[config.mk]
export PLATFORM = sky130hd
export DESIGN_NAME = output_buffer_ctrl_flat
export DESIGN_NICKNAME = d
export VERILOG_FILES = /design/src/rtl/output_buffer_ctrl_if.sv /design/src/rtl/output_buffer_ctrl.sv /design/src/flat_wrapper.sv
export SDC_FILE = /design/constraint.sdc
export NUM_CORES = 1
export LEC_CHECK = 0
export ABC_AREA = 1
export CORE_AREA = 10 10 92 94
export CTS_CLUSTER_DIAMETER = 80
export CTS_CLUSTER_SIZE = 20
export DETAILED_ROUTE_END_ITERATION = 16
export DIE_AREA = 0 0 102 104
export GPL_TIMING_DRIVEN = 0
export PLACE_DENSITY_LB_ADDON = 0.25
export SKIP_CTS_REPAIR_TIMING = 1
export SYNTH_ARGS = -nofsm -noshare
export SYNTH_HDL_FRONTEND = slang
export SYNTH_SLANG_ARGS = --single-unit
[constraint.sdc]
create_clock -name clk -period 4.05 [get_ports clk]
set_clock_uncertainty 0.05 [all_clocks]
set_input_delay 1.215 -clock clk [delete_from_list [all_inputs] [get_ports clk]]
set_output_delay 1.215 -clock clk [all_outputs]
set_load 0.05 [all_outputs]
[src/rtl/output_buffer_ctrl_if.sv]
// Handshake bundle between the layer sequencer, the ping-pong output buffer
// and the MAC array. The layer FSM side is master; the sequencer is slave.
interface output_buffer_ctrl_if #(
  parameter int PASS_W = 8,
  parameter int TILE_W = 10
);
  logic              start;
  logic [3:0]        CS;
  logic [PASS_W-1:0] cfg_passes;
  logic [TILE_W-1:0] cfg_tiles;
  logic              mac_ready;
  logic              result_33_vld;
  logic              store_ack;

  logic [3:0]        cs_lat;
  logic              output_buffer_initial;
  logic              buf_en;
  logic              store_en;
  logic              mac_issue;
  logic              store_req;
  logic              busy;
  logic              done;
  logic [PASS_W-1:0] pass_cnt;
  logic [TILE_W-1:0] tile_cnt;
  logic [1:0]        err;

  modport master (
    output start, CS, cfg_passes, cfg_tiles, mac_ready, result_33_vld, store_ack,
    input  cs_lat, output_buffer_initial, buf_en, store_en, mac_issue, store_req,
           busy, done, pass_cnt, tile_cnt, err
  );

  modport slave (
    input  start, CS, cfg_passes, cfg_tiles, mac_ready, result_33_vld, store_ack,
    output cs_lat, output_buffer_initial, buf_en, store_en, mac_issue, store_req,
           busy, done, pass_cnt, tile_cnt, err
  );
endinterface

[src/rtl/output_buffer_ctrl.sv]
// Per-layer tile sequencer: bias-init both banks, run the accumulation passes,
// flag the final pass with store_en and hand each tile to the store path.
module output_buffer_ctrl #(
  parameter int PASS_W  = 8,
  parameter int TILE_W  = 10,
  parameter int TIMEOUT = 255
) (
  input  logic                clk,
  input  logic                rst,
  output_buffer_ctrl_if.slave bus
);
  localparam int WD_W = $clog2(TIMEOUT + 1);

  typedef enum logic [2:0] {
    S_IDLE, S_INIT0, S_INIT1, S_ISSUE, S_WAIT_RES, S_STORE, S_NEXT, S_DONE
  } state_t;

  state_t            state, state_d;
  logic [3:0]        cs_q, cs_d;
  logic [PASS_W-1:0] passes_q, passes_d, pass_q, pass_d;
  logic [TILE_W-1:0] tiles_q, tiles_d, tile_q, tile_d;
  logic [WD_W-1:0]   wd_q, wd_d;
  logic [1:0]        err_q, err_d;
  logic              last_pass;

  assign last_pass = (pass_q == passes_q - PASS_W'(1));

  always_comb begin
    // NOTE: every signal gets a default before the case so no path leaves it unassigned (no latch).
    state_d  = state;
    cs_d     = cs_q;
    passes_d = passes_q;
    tiles_d  = tiles_q;
    pass_d   = pass_q;
    tile_d   = tile_q;
    wd_d     = wd_q;
    err_d    = err_q;

    // A result strobe is only meaningful while a pass is outstanding.
    if (bus.result_33_vld && state != S_WAIT_RES) err_d[1] = 1'b1;

    unique case (state)
      S_IDLE: begin
        if (bus.start) begin
          cs_d     = bus.CS;
          passes_d = bus.cfg_passes;
          tiles_d  = bus.cfg_tiles;
          pass_d   = '0;
          tile_d   = '0;
          err_d    = {bus.result_33_vld, 1'b0};
          state_d  = (bus.cfg_passes == '0 || bus.cfg_tiles == '0) ? S_DONE : S_INIT0;
        end
      end
      S_INIT0: state_d = S_INIT1;
      S_INIT1: state_d = S_ISSUE;
      S_ISSUE: begin
        if (bus.mac_ready) begin
          wd_d    = '0;
          state_d = S_WAIT_RES;
        end
      end
      S_WAIT_RES: begin
        // A result landing on the expiry cycle still wins over the watchdog.
        if (bus.result_33_vld) begin
          if (last_pass) begin
            state_d = S_STORE;
          end else begin
            pass_d  = pass_q + PASS_W'(1);
            state_d = S_ISSUE;
          end
        end else if (wd_q == WD_W'(TIMEOUT - 1)) begin
          err_d[0] = 1'b1;
          state_d  = S_IDLE;
        end else begin
          wd_d = wd_q + WD_W'(1);
        end
      end
      S_STORE: if (bus.store_ack) state_d = S_NEXT;
      S_NEXT: begin
        pass_d = '0;
        if (tile_q == tiles_q - TILE_W'(1)) begin
          state_d = S_DONE;
        end else begin
          tile_d  = tile_q + TILE_W'(1);
          state_d = S_INIT0;
        end
      end
      S_DONE:  state_d = S_IDLE;
      default: state_d = S_IDLE;
    endcase
  end

  // Strobes are registered from the next state, so they are aligned with the
  // state they describe and never follow an input combinationally.
  always_ff @(posedge clk or negedge rst) begin
    if (!rst) begin
      state                     <= S_IDLE;
      cs_q                      <= '0;
      passes_q                  <= '0;
      tiles_q                   <= '0;
      pass_q                    <= '0;
      tile_q                    <= '0;
      wd_q                      <= '0;
      err_q                     <= '0;
      bus.output_buffer_initial <= 1'b0;
      bus.buf_en                <= 1'b0;
      bus.store_en              <= 1'b0;
      bus.mac_issue             <= 1'b0;
      bus.store_req             <= 1'b0;
      bus.busy                  <= 1'b0;
      bus.done                  <= 1'b0;
    end else begin
      // NOTE: sequential state uses non-blocking assignments so all registers update together.
      state                     <= state_d;
      cs_q                      <= cs_d;
      passes_q                  <= passes_d;
      tiles_q                   <= tiles_d;
      pass_q                    <= pass_d;
      tile_q                    <= tile_d;
      wd_q                      <= wd_d;
      err_q                     <= err_d;
      bus.output_buffer_initial <= (state_d == S_INIT0);
      bus.buf_en                <= (state_d == S_ISSUE) || (state_d == S_WAIT_RES);
      bus.store_en              <= (state_d == S_WAIT_RES) && (pass_d == passes_d - PASS_W'(1));
      bus.mac_issue             <= (state_d == S_ISSUE);
      bus.store_req             <= (state_d == S_STORE);
      bus.busy                  <= (state_d != S_IDLE);
      bus.done                  <= (state_d == S_DONE);
    end
  end

  assign bus.cs_lat   = cs_q;
  assign bus.pass_cnt = pass_q;
  assign bus.tile_cnt = tile_q;
  assign bus.err      = err_q;
endmodule

[src/flat_wrapper.sv]
// flat-port wrapper written by rule: the top's interface ports become plain ports
module output_buffer_ctrl_flat 
#(
  parameter int PASS_W  = 8,
  parameter int TILE_W  = 10,
  parameter int TIMEOUT = 255
)
  (clk, rst, bus_start, bus_CS, bus_cfg_passes, bus_cfg_tiles, bus_mac_ready, bus_result_33_vld, bus_store_ack, bus_cs_lat, bus_output_buffer_initial, bus_buf_en, bus_store_en, bus_mac_issue, bus_store_req, bus_busy, bus_done, bus_pass_cnt, bus_tile_cnt, bus_err);
  output_buffer_ctrl_if #(.PASS_W(PASS_W), .TILE_W(TILE_W)) bus_i ();
  input  logic clk;
  input  logic rst;
  input wire logic [$bits(bus_i.start)-1:0] bus_start;
  input wire logic [$bits(bus_i.CS)-1:0] bus_CS;
  input wire logic [$bits(bus_i.cfg_passes)-1:0] bus_cfg_passes;
  input wire logic [$bits(bus_i.cfg_tiles)-1:0] bus_cfg_tiles;
  input wire logic [$bits(bus_i.mac_ready)-1:0] bus_mac_ready;
  input wire logic [$bits(bus_i.result_33_vld)-1:0] bus_result_33_vld;
  input wire logic [$bits(bus_i.store_ack)-1:0] bus_store_ack;
  output wire logic [$bits(bus_i.cs_lat)-1:0] bus_cs_lat;
  output wire logic [$bits(bus_i.output_buffer_initial)-1:0] bus_output_buffer_initial;
  output wire logic [$bits(bus_i.buf_en)-1:0] bus_buf_en;
  output wire logic [$bits(bus_i.store_en)-1:0] bus_store_en;
  output wire logic [$bits(bus_i.mac_issue)-1:0] bus_mac_issue;
  output wire logic [$bits(bus_i.store_req)-1:0] bus_store_req;
  output wire logic [$bits(bus_i.busy)-1:0] bus_busy;
  output wire logic [$bits(bus_i.done)-1:0] bus_done;
  output wire logic [$bits(bus_i.pass_cnt)-1:0] bus_pass_cnt;
  output wire logic [$bits(bus_i.tile_cnt)-1:0] bus_tile_cnt;
  output wire logic [$bits(bus_i.err)-1:0] bus_err;
  assign bus_i.start = bus_start;
  assign bus_i.CS = bus_CS;
  assign bus_i.cfg_passes = bus_cfg_passes;
  assign bus_i.cfg_tiles = bus_cfg_tiles;
  assign bus_i.mac_ready = bus_mac_ready;
  assign bus_i.result_33_vld = bus_result_33_vld;
  assign bus_i.store_ack = bus_store_ack;
  assign bus_cs_lat = bus_i.cs_lat;
  assign bus_output_buffer_initial = bus_i.output_buffer_initial;
  assign bus_buf_en = bus_i.buf_en;
  assign bus_store_en = bus_i.store_en;
  assign bus_mac_issue = bus_i.mac_issue;
  assign bus_store_req = bus_i.store_req;
  assign bus_busy = bus_i.busy;
  assign bus_done = bus_i.done;
  assign bus_pass_cnt = bus_i.pass_cnt;
  assign bus_tile_cnt = bus_i.tile_cnt;
  assign bus_err = bus_i.err;
  output_buffer_ctrl #(.PASS_W(PASS_W), .TILE_W(TILE_W), .TIMEOUT(TIMEOUT)) u_core (.clk(clk), .rst(rst), .bus(bus_i));
endmodule
==> results of run 1 <==
==> state kept, by name, summed over array words and instances, names as in the netlist <==
| name | cells |
|---|---|
| u_core.bus.store_en | 1 |
| u_core.passes_q | 8 |
| u_core.bus.store_req | 1 |
| u_core.tiles_q | 10 |
| u_core.bus.tile_cnt | 10 |
| u_core.bus.cs_lat | 4 |
| u_core.bus.buf_en | 1 |
| u_core.bus.pass_cnt | 8 |
| u_core.bus.done | 1 |
| u_core.bus.output_buffer_initial | 1 |
| u_core.bus.mac_issue | 1 |
| u_core.bus.err | 2 |
| u_core.bus.busy | 1 |
| u_core.wd_q | 8 |
| u_core.state | 3 |
==> logic make-up after synthesis <==
kind of cell    share of synthesized area
xor+xnor                          0.06944
simple gates                       0.3429
fa+ha+maj                         0.02315
compound gates                    0.09061
buf+inv                           0.07705
flops                              0.3968
==> stage by stage <==
| step | setup slack [ps] | setup TNS (ps) | cells | power (mW) | cell area [sq um] |
|---|---|---|---|---|---|
| 2_1_floorplan | 1386 | 0 | 513 | 2.084 | 3784 |
| 3_3_place_gp | -218.9 | -12940 | 650 | 2.492 | 4454 |
| 3_5_place_dp | 558.9 | 0 | 651 | 2.536 | 4469 |
| 4_1_cts | 867.5 | 0 | 666 | 3.086 | 4659 |
| 5_1_grt | 674.9 | 0 | 666 | 3.321 | 4659 |
| 6_report | 843.5 | 0 | 666 | 3.075 | 4659 |
==> final cells by class <==
cell class	instances	share of cell area
multi-input cells	381	0.4272
flip-flops and latches	60	0.3222
repair buffers	58	0.1257
inverters	62	0.05048
clock buffers	10	0.02954
well taps	80	0.02148
plain buffers	10	0.01208
clock inverters	5	0.01128
==> power by group through the flow <==
stage / Clock (mW) / Combinational [mW] / Sequential [mW]
global placement: 0 / 1.53 / 0.962
global route: 0.567 / 1.77 / 0.984
floorplan: 0 / 0.921 / 1.16
CTS: 0.540 / 1.59 / 0.959
finish: 0.534 / 1.58 / 0.962
detailed placement: 0 / 1.57 / 0.965
==> routing by layer <==
metal	global-route usage	up-vias	routed length [um]
li1	-	1798	-
met1	0.2394	1688	4263
met2	0.3037	104	4696
met3	0.05316	28	643
met4	0.07762	0	287
met5	0	-	0
==> synth_stat cells (2+ instances only) <==
cell type / count / area [sq um]
nand4_1: 10 / 62.56
a21oi_1: 14 / 70.07
a211oi_1: 2 / 15.01
o21ai_4: 2 / 32.53
ha_1: 7 / 87.58
nand3b_1: 9 / 67.56
nand2_2: 4 / 25.02
o21a_1: 2 / 15.01
nor2_1: 47 / 176.4
inv_1: 57 / 214.0
o21ai_1: 2 / 10.01
nor2_4: 3 / 33.78
xor2_1: 20 / 175.2
o31ai_1: 2 / 15.01
buf_6: 2 / 22.52
o21ai_2: 3 / 26.28
nand3_1: 34 / 170.2
nor3_1: 9 / 45.04
nor2_2: 4 / 25.02
nand2_1: 156 / 585.6
inv_2: 3 / 11.26
buf_2: 3 / 15.01
xnor2_1: 10 / 87.58
dfrtp_1: 60 / 1501
o21ai_0: 21 / 105.1
nor4_1: 9 / 56.30
clkbuf_1: 5 / 18.77
==> worst min path at each step <==
stage | start | end | slack [ps] | depth (start not counted)
after global placement | u_core.wd_q[7] | u_core.wd_q[7] | 400 | 1
after global routing | u_core.wd_q[7] | u_core.wd_q[7] | 460 | 1
after floorplan | u_core.wd_q[7] | u_core.wd_q[7] | 380 | 1
after CTS | u_core.wd_q[7] | u_core.wd_q[7] | 440 | 1
after detailed placement | u_core.wd_q[7] | u_core.wd_q[7] | 420 | 1
final | u_core.wd_q[7] | u_core.wd_q[7] | 420 | 1
==> impl_metrics.json, run 1 <==
{
  "status": "finished clean",
  "ys_ff_latch": 60,
  "required_ps": 4270,
  "numCtsBuffers": 9,
  "fmax_mhz": 311.9,
  "worstPathArrival_ps": 3420,
  "hold-worst-slack_ps": 424.8,
  "r2r_setup_slack_ps": 1550,
  "cp-end-kind": "register",
  "final_cell_mix": "nand2_1 (156), dfrtp_1 (60), inv_1 (57)",
  "power_switching_share": 0.4727,
  "routed_wl_mm": 9.890,
  "route.detailed.drc": 0,
  "reg2reg_from": "u_core.tiles_q[0]",
  "crit_start": "bus_start",
  "pwr-share-comb": 0.514,
  "vias_per_cell": 5.432,
  "crit_type": "in -> reg",
  "postLayoutCoreUtil": 0.6974,
  "yosysUniqueCellTypes": 40,
  "cp_top_family": "simple AND/OR/NAND/NOR gates",
  "power_frac_clock": 0.174,
  "yosysSeqAreaShare": 0.3968,
  "cpMaxStageDelayCell": "clkdlybuf4s50_1",
  "dieArea_sq_um": 10610,
  "grt_setup_unrepaired": "no",
  "critPathBufInv": 1,
  "grt_usage": 0.1923,
  "grt_max_degree": 36,
  "hold_viol": 0,
  "drv_cap": 0,
  "ff_latch_area_sq_um": 1501,
  "fin_crit_sh": 0.7917,
  "vias": 3618,
  "drt_iter0_markers": 162,
  "fp.dieW_um": 102,
  "clkTransAtPathRegs_ps": 70,
  "layout.nets": 617,
  "final_common_cell": "nand2_1",
  "area_growth_pct": 23.15,
  "clockBufferDepth": 2,
  "ant_nets": 0,
  "reg2reg_depth": 12,
  "cpPeakStageDelay_ps": 550,
  "p_leak_nw": 2.205,
  "n_antenna_cell": 0,
  "cts_tree": "done",
  "grt_pass1_wl_mm": 16.62,
  "num_rows": 30,
  "ios": 59,
  "antenna_found_initial": 0,
  "powerDensity_nw_per_um2": 659.9,
  "grt_pass1_vias": 3541,
  "worstSetupEndpoint": "u_core.bus.store_en",
  "hp-class": "reg -> reg",
  "synth_nets": 548,
  "yosysWarnings": 0,
  "synth_ff_type": "dfrtp_1",
  "synth_edf_count": 0,
  "worst_slew_pin_slew_ps": 614.7,
  "post-route-min-period_ps": 3207,
  "synth_cells": 513,
  "first_pass_iters": 4,
  "n_fill_cell": 579,
  "crit_chain": "clkdlybuf4s50_1, nand3_4, o21ai_2, ha_1, nand2_1, nor2_4, nand4_1, xor2_1, nand3b_1, nand2_1, nand3_1, nor3_2",
  "setup_violations": 0,
  "routabilityCongestion": 0.9015,
  "dpl.hpwl_mm": 7.577,
  "grt.overflow.total": 0,
  "clock_latency_ps": 340,
  "pwr-share-seq": 0.313,
  "crit_top_cell": "nand2_1",
  "syn_area_per_cell_sq_um": 7.375,
  "peakVddDrop_uv": 412.6,
  "synthArstFlopShare": 1.000,
  "cts_root_buffer": "clkbuf_8",
  "syn_area_sq_um": 3784,
  "cp_num_cells": 12,
  "drive_above_1_share": 0.07850,
  "internal-power_mw": 1.621,
  "start_util": 0.5663,
  "clock_sink_count": 60,
  "worst-path-max-fanout": 7,
  "crit_path_start_kind": "primary input",
  "relSlewSlack": 0.5902,
  "wl_per_cell_um": 14.85,
  "die_h_um": 104,
  "portBuffers": 57,
  "timing.rr.end": "u_core.bus.tile_cnt[5]",
  "drv_slew": 0,
  "p_sw_mw": 1.454,
  "multiInputGateArea_sq_um": 1991,
  "ctsHtreeMaxLevel": 3,
  "core-area_sq_um": 6681
}
(Power assumes the default switching activity.)
==> run 2, diff against run 1 <==
--- a/config.mk
+++ b/config.mk
@@ -6,11 +6,11 @@
 export NUM_CORES = 1
 export LEC_CHECK = 0
 export ABC_AREA = 1
-export CORE_AREA = 10 10 92 94
+export CORE_AREA = 10 10 99 101
 export CTS_CLUSTER_DIAMETER = 80
 export CTS_CLUSTER_SIZE = 20
 export DETAILED_ROUTE_END_ITERATION = 16
-export DIE_AREA = 0 0 102 104
+export DIE_AREA = 0 0 109 111
 export GPL_TIMING_DRIVEN = 0
 export PLACE_DENSITY_LB_ADDON = 0.25
 export SKIP_CTS_REPAIR_TIMING = 1
==> constraint.sdc (replaced) <==
create_clock -name clk -period 2.6 [get_ports clk]
set_clock_uncertainty 0.05 [all_clocks]
set_input_delay 0.78 -clock clk [delete_from_list [all_inputs] [get_ports clk]]
set_output_delay 0.78 -clock clk [all_outputs]
set_load 0.05 [all_outputs]
==> impl_metrics.json, run 2 (synthesis results as in run 1) <==
{
  "status": "finished clean",
  "cts_tree": "done",
  "n_antenna_cell": 0,
  "routabilityCongestion": 0.9126,
  "final_common_cell": "nand2_1",
  "die_h_um": 111,
  "power.total_mw": 4.966,
  "drv_cap": 0,
  "grt_usage": 0.1735,
  "p_leak_nw": 2.277,
  "hp-class": "in -> async",
  "internal-power_mw": 2.652,
  "cp_top_family": "buffers and inverters",
  "cpPeakStageDelay_ps": 870,
  "ios": 59,
  "required_ps": 1770,
  "fin_ws_ps": 60.16,
  "cpMaxStageDelayCell": "clkdlybuf4s50_1",
  "setup_violations": 0,
  "core-area_sq_um": 7969,
  "vias_per_cell": 5.250,
  "fp.dieW_um": 109,
  "fin_crit_sh": 0.9769,
  "relSlewSlack": 0.6120,
  "hold-worst-slack_ps": 361.2,
  "portBuffers": 57,
  "powerDensity_nw_per_um2": 1031,
  "first_pass_iters": 6,
  "pwr-share-seq": 0.302,
  "worst-path-max-fanout": 6,
  "crit_type": "reg -> out",
  "ctsHtreeMaxLevel": 3,
  "grt.overflow.total": 0,
  "final_cell_mix": "nand2_1 (154), dfrtp_1 (60), inv_1 (57)",
  "routed_wl_mm": 10.40,
  "power_frac_clock": 0.175,
  "fmax_mhz": 393.7,
  "route.detailed.drc": 0,
  "area_growth_pct": 27.28,
  "grt_max_degree": 40,
  "dp_cells": 676,
  "finalNonFillerCells": 700,
  "clock_latency_ps": 340,
  "wl_per_cell_um": 14.85,
  "critPathBufInv": 1,
  "place_area_sq_um": 4501,
  "postLayoutCoreUtil": 0.6043,
  "power_switching_share": 0.4659,
  "post-route-min-period_ps": 2540,
  "drt_iter0_markers": 129,
  "grt_pass1_vias": 3634,
  "start_util": 0.4748,
  "worst_slew_pin_slew_ps": 582.0,
  "grt_setup_unrepaired": "yes",
  "vias": 3675,
  "cp-end-kind": "output pin",
  "place_ws_ps": -520.8,
  "drive_above_1_share": 0.1008,
  "finish.instance_area_sq_um": 4816,
  "crit_path_start_kind": "register",
  "p_sw_mw": 2.313,
  "pwr-share-comb": 0.524,
  "grt_pass1_wl_mm": 17.05,
  "dpl.hpwl_mm": 7.844,
  "layout.nets": 625,
  "n_fill_cell": 717,
  "num_rows": 33,
  "numCtsBuffers": 9,
  "drv_slew": 0,
  "dieArea_sq_um": 12100,
  "clockBufferDepth": 2,
  "clock_sink_count": 60,
  "crit_chain": "clkdlybuf4s50_1",
  "worstPathArrival_ps": 1710,
  "antenna_found_initial": 0,
  "hold_viol": 0,
  "final.setup.tns_ps": 0,
  "cts_root_buffer": "clkbuf_8",
  "ant_nets": 0,
  "clkTransAtPathRegs_ps": 70,
  "peakVddDrop_uv": 693.4
}
## run 2: cell types whose count changed in the layout (fill, tap and decap cells not counted), sizes merged
cell	delta
buf	+8
clkbuf	+2
clkdlybuf4s50	-1
clkinv	-1
dlymetal6s2s	+1
## run 2: routing by layer
| metal | vias to the layer above | track usage | wire, um |
|---|---|---|---|
| met5 | - | 0 | 0 |
| met4 | 0 | 0.07124 | 222 |
| met3 | 25 | 0.04884 | 747 |
| met2 | 107 | 0.2881 | 5176 |
| met1 | 1731 | 0.2026 | 4251 |
| li1 | 1812 | - | - |
## run 2: area by class of cell
type	instances	area, sq um	share of cell area
Inverter	62	235.2	0.04884
Clock buffer	12	155.1	0.03222
Sequential cell	60	1501	0.3118
Clock inverter	4	47.55	0.009873
Buffer	10	62.56	0.01299
Tap cell	105	131.4	0.02728
Timing Repair Buffer	66	645.6	0.1341
Multi-Input combinational cell	381	2037	0.4230
## run 2: worst paths after layout
kind	endpoint	from	slack [ps]	depth (start not counted)
setup / recovery	bus_pass_cnt[7]	u_core.bus.pass_cnt[7]	60	1
hold / removal	u_core.bus.pass_cnt[2]	rst	360	1
setup reg to reg	u_core.bus.tile_cnt[9]	u_core.tiles_q[0]	110	12
hold reg to reg	u_core.wd_q[7]	u_core.wd_q[7]	430	1
max in group asynchronous	u_core.bus.output_buffer_initial	rst	1540	2
min in group clk	u_core.wd_q[7]	u_core.wd_q[7]	430	1
## run 2: power by group through the flow
| stage | clock (mW) | combinational (mW) | sequential (mW) |
|---|---|---|---|
| after detailed placement | 0 | 2.45 | 1.51 |
| after floorplan | 0 | 1.43 | 1.81 |
| after global routing | 0.924 | 2.89 | 1.54 |
| final | 0.867 | 2.60 | 1.50 |
| after CTS | 0.887 | 2.46 | 1.50 |
| after global placement | 0 | 2.38 | 1.50 |
==> run 3, diff against run 2 <==
--- a/config.mk
+++ b/config.mk
@@ -6,11 +6,11 @@
 export NUM_CORES = 1
 export LEC_CHECK = 0
 export ABC_AREA = 1
-export CORE_AREA = 10 10 99 101
+export CORE_AREA = 4 4 93 95
 export CTS_CLUSTER_DIAMETER = 80
 export CTS_CLUSTER_SIZE = 20
 export DETAILED_ROUTE_END_ITERATION = 16
-export DIE_AREA = 0 0 109 111
+export DIE_AREA = 0 0 97 99
 export GPL_TIMING_DRIVEN = 0
 export PLACE_DENSITY_LB_ADDON = 0.25
 export SKIP_CTS_REPAIR_TIMING = 1
==> impl_metrics.json, run 3 (synthesis results as in run 1) <==
{
  "routabilityCongestion": 0.9111,
  "worst-path-max-fanout": 6,
  "peakVddDrop_uv": 657.5,
  "dpl.hpwl_mm": 7.394,
  "clock_sink_count": 60,
  "drv_cap": 0,
  "cts_root_buffer": "clkbuf_8",
  "cts_tree": "done",
  "grt_pass1_wl_mm": 16.53,
  "pwr-share-seq": 0.308,
  "crit_chain": "clkdlybuf4s50_1",
  "clockBufferDepth": 2,
  "fin_crit_sh": 0.9686,
  "ctsHtreeMaxLevel": 3,
  "power_switching_share": 0.4656,
  "power_frac_clock": 0.178,
  "hp-class": "in -> async",
  "pwr-share-comb": 0.514,
  "grt.overflow.total": 0,
  "first_pass_iters": 4,
  "crit_path_start_kind": "register",
  "required_ps": 1770,
  "drt_iter0_markers": 213,
  "setup_violations": 0,
  "ios": 59,
  "place_area_sq_um": 4497,
  "dieArea_sq_um": 9603,
  "fin_ws_ps": 81.59,
  "drive_above_1_share": 0.09459,
  "n_antenna_cell": 0,
  "finish.instance_area_sq_um": 4782,
  "num_rows": 32,
  "place_ws_ps": -555.4,
  "cpPeakStageDelay_ps": 860,
  "vias": 3667,
  "hold_viol": 0,
  "worstPathArrival_ps": 1690,
  "core-area_sq_um": 7727,
  "route.detailed.drc": 0,
  "clkTransAtPathRegs_ps": 70,
  "layout.nets": 622,
  "vias_per_cell": 5.284,
  "fmax_mhz": 397.1,
  "cp_top_family": "buffers and inverters",
  "grt_pass1_vias": 3626,
  "fp.dieW_um": 97,
  "grt_max_degree": 33,
  "p_leak_nw": 2.258,
  "post-route-min-period_ps": 2518,
  "antenna_found_initial": 0,
  "final_common_cell": "nand2_1",
  "status": "finished clean",
  "area_growth_pct": 26.39,
  "routed_wl_mm": 10.04,
  "portBuffers": 57,
  "clock_latency_ps": 330,
  "start_util": 0.4896,
  "internal-power_mw": 2.612,
  "drv_slew": 0,
  "numCtsBuffers": 9,
  "cpMaxStageDelayCell": "clkdlybuf4s50_1",
  "crit_type": "reg -> out",
  "relSlewSlack": 0.5589,
  "die_h_um": 99,
  "final_cell_mix": "nand2_1 (155), dfrtp_1 (58), inv_1 (57)",
  "powerDensity_nw_per_um2": 1022,
  "critPathBufInv": 1,
  "grt_usage": 0.2103,
  "ant_nets": 0,
  "worst_slew_pin_slew_ps": 661.6,
  "p_sw_mw": 2.276,
  "cp-end-kind": "output pin",
  "wl_per_cell_um": 14.46
}
[run 3: cell type report]
cell class,count,area [sq um]
fillers,676,2945
multi-input cells,381,2023
flip-flops and latches,60,1504
repair buffers,63,630.6
inverters,62,235.2
clock buffers,12,155.1
well taps,102,127.6
plain buffers,10,58.81
clock inverters,4,47.55
[run 3: stage by stage]
stage	utilization	cells	total power, mW	setup TNS (ps)	hold slack (ps)
after floorplan	-	513	3.246	0	383.6
after CTS	0.6082	689	4.809	-222.1	426.6
after global placement	0.5800	672	3.863	-82540	404.5
final	0.6188	694	4.888	0	420.7
after global routing	0.6188	694	5.251	-356.9	465.3
after detailed placement	0.5819	673	3.921	-6110	410.8
[run 3: routing by layer]
| layer | GRT usage | up-vias | share of wire |
|---|---|---|---|
| met2 | 0.3572 | 117 | 0.49 |
| met5 | 0 | - | 0 |
| met1 | 0.2602 | 1724 | 0.44 |
| met3 | 0.03539 | 22 | 0.050 |
| met4 | 0.1015 | 0 | 0.025 |
| li1 | - | 1804 | - |
[run 3: power groups by stage]
stage                     clock network (mW)  logic [mW]  registers (mW)
final                                  0.868        2.51            1.51
after floorplan                            0        1.43            1.81
after detailed placement                   0        2.42            1.50
after global placement                     0        2.36            1.50
after global routing                   0.924        2.78            1.55
after CTS                              0.881        2.43            1.50
[run 3: path summary, 6_finish.rpt]
kind | from | to | slack [ps] | depth (start not counted)
worst max-delay path | u_core.bus.pass_cnt[7] | bus_pass_cnt[7] | 80 | 1
worst min-delay path | rst | u_core.bus.tile_cnt[4] | 420 | 1
worst max register to register | u_core.tiles_q[0] | u_core.bus.tile_cnt[5] | 130 | 12
worst min register to register | u_core.wd_q[7] | u_core.wd_q[7] | 430 | 1
max in group asynchronous | rst | u_core.passes_q[0] | 1450 | 2
min in group clk | u_core.wd_q[7] | u_core.wd_q[7] | 430 | 1
[run 3: worst reg2reg max path, stage by stage, from the launching register on]
cell and delay (ps):
dfrtp_1 360, inv_1 80, ha_1 300, nor2_1 50, nor4_1 270, o221ai_1 180, nor4_2 240, nand2_1 150
nand2_2 130, nand2_2 120, clkbuf_4 240, nand4_1 80, o21ai_0 90
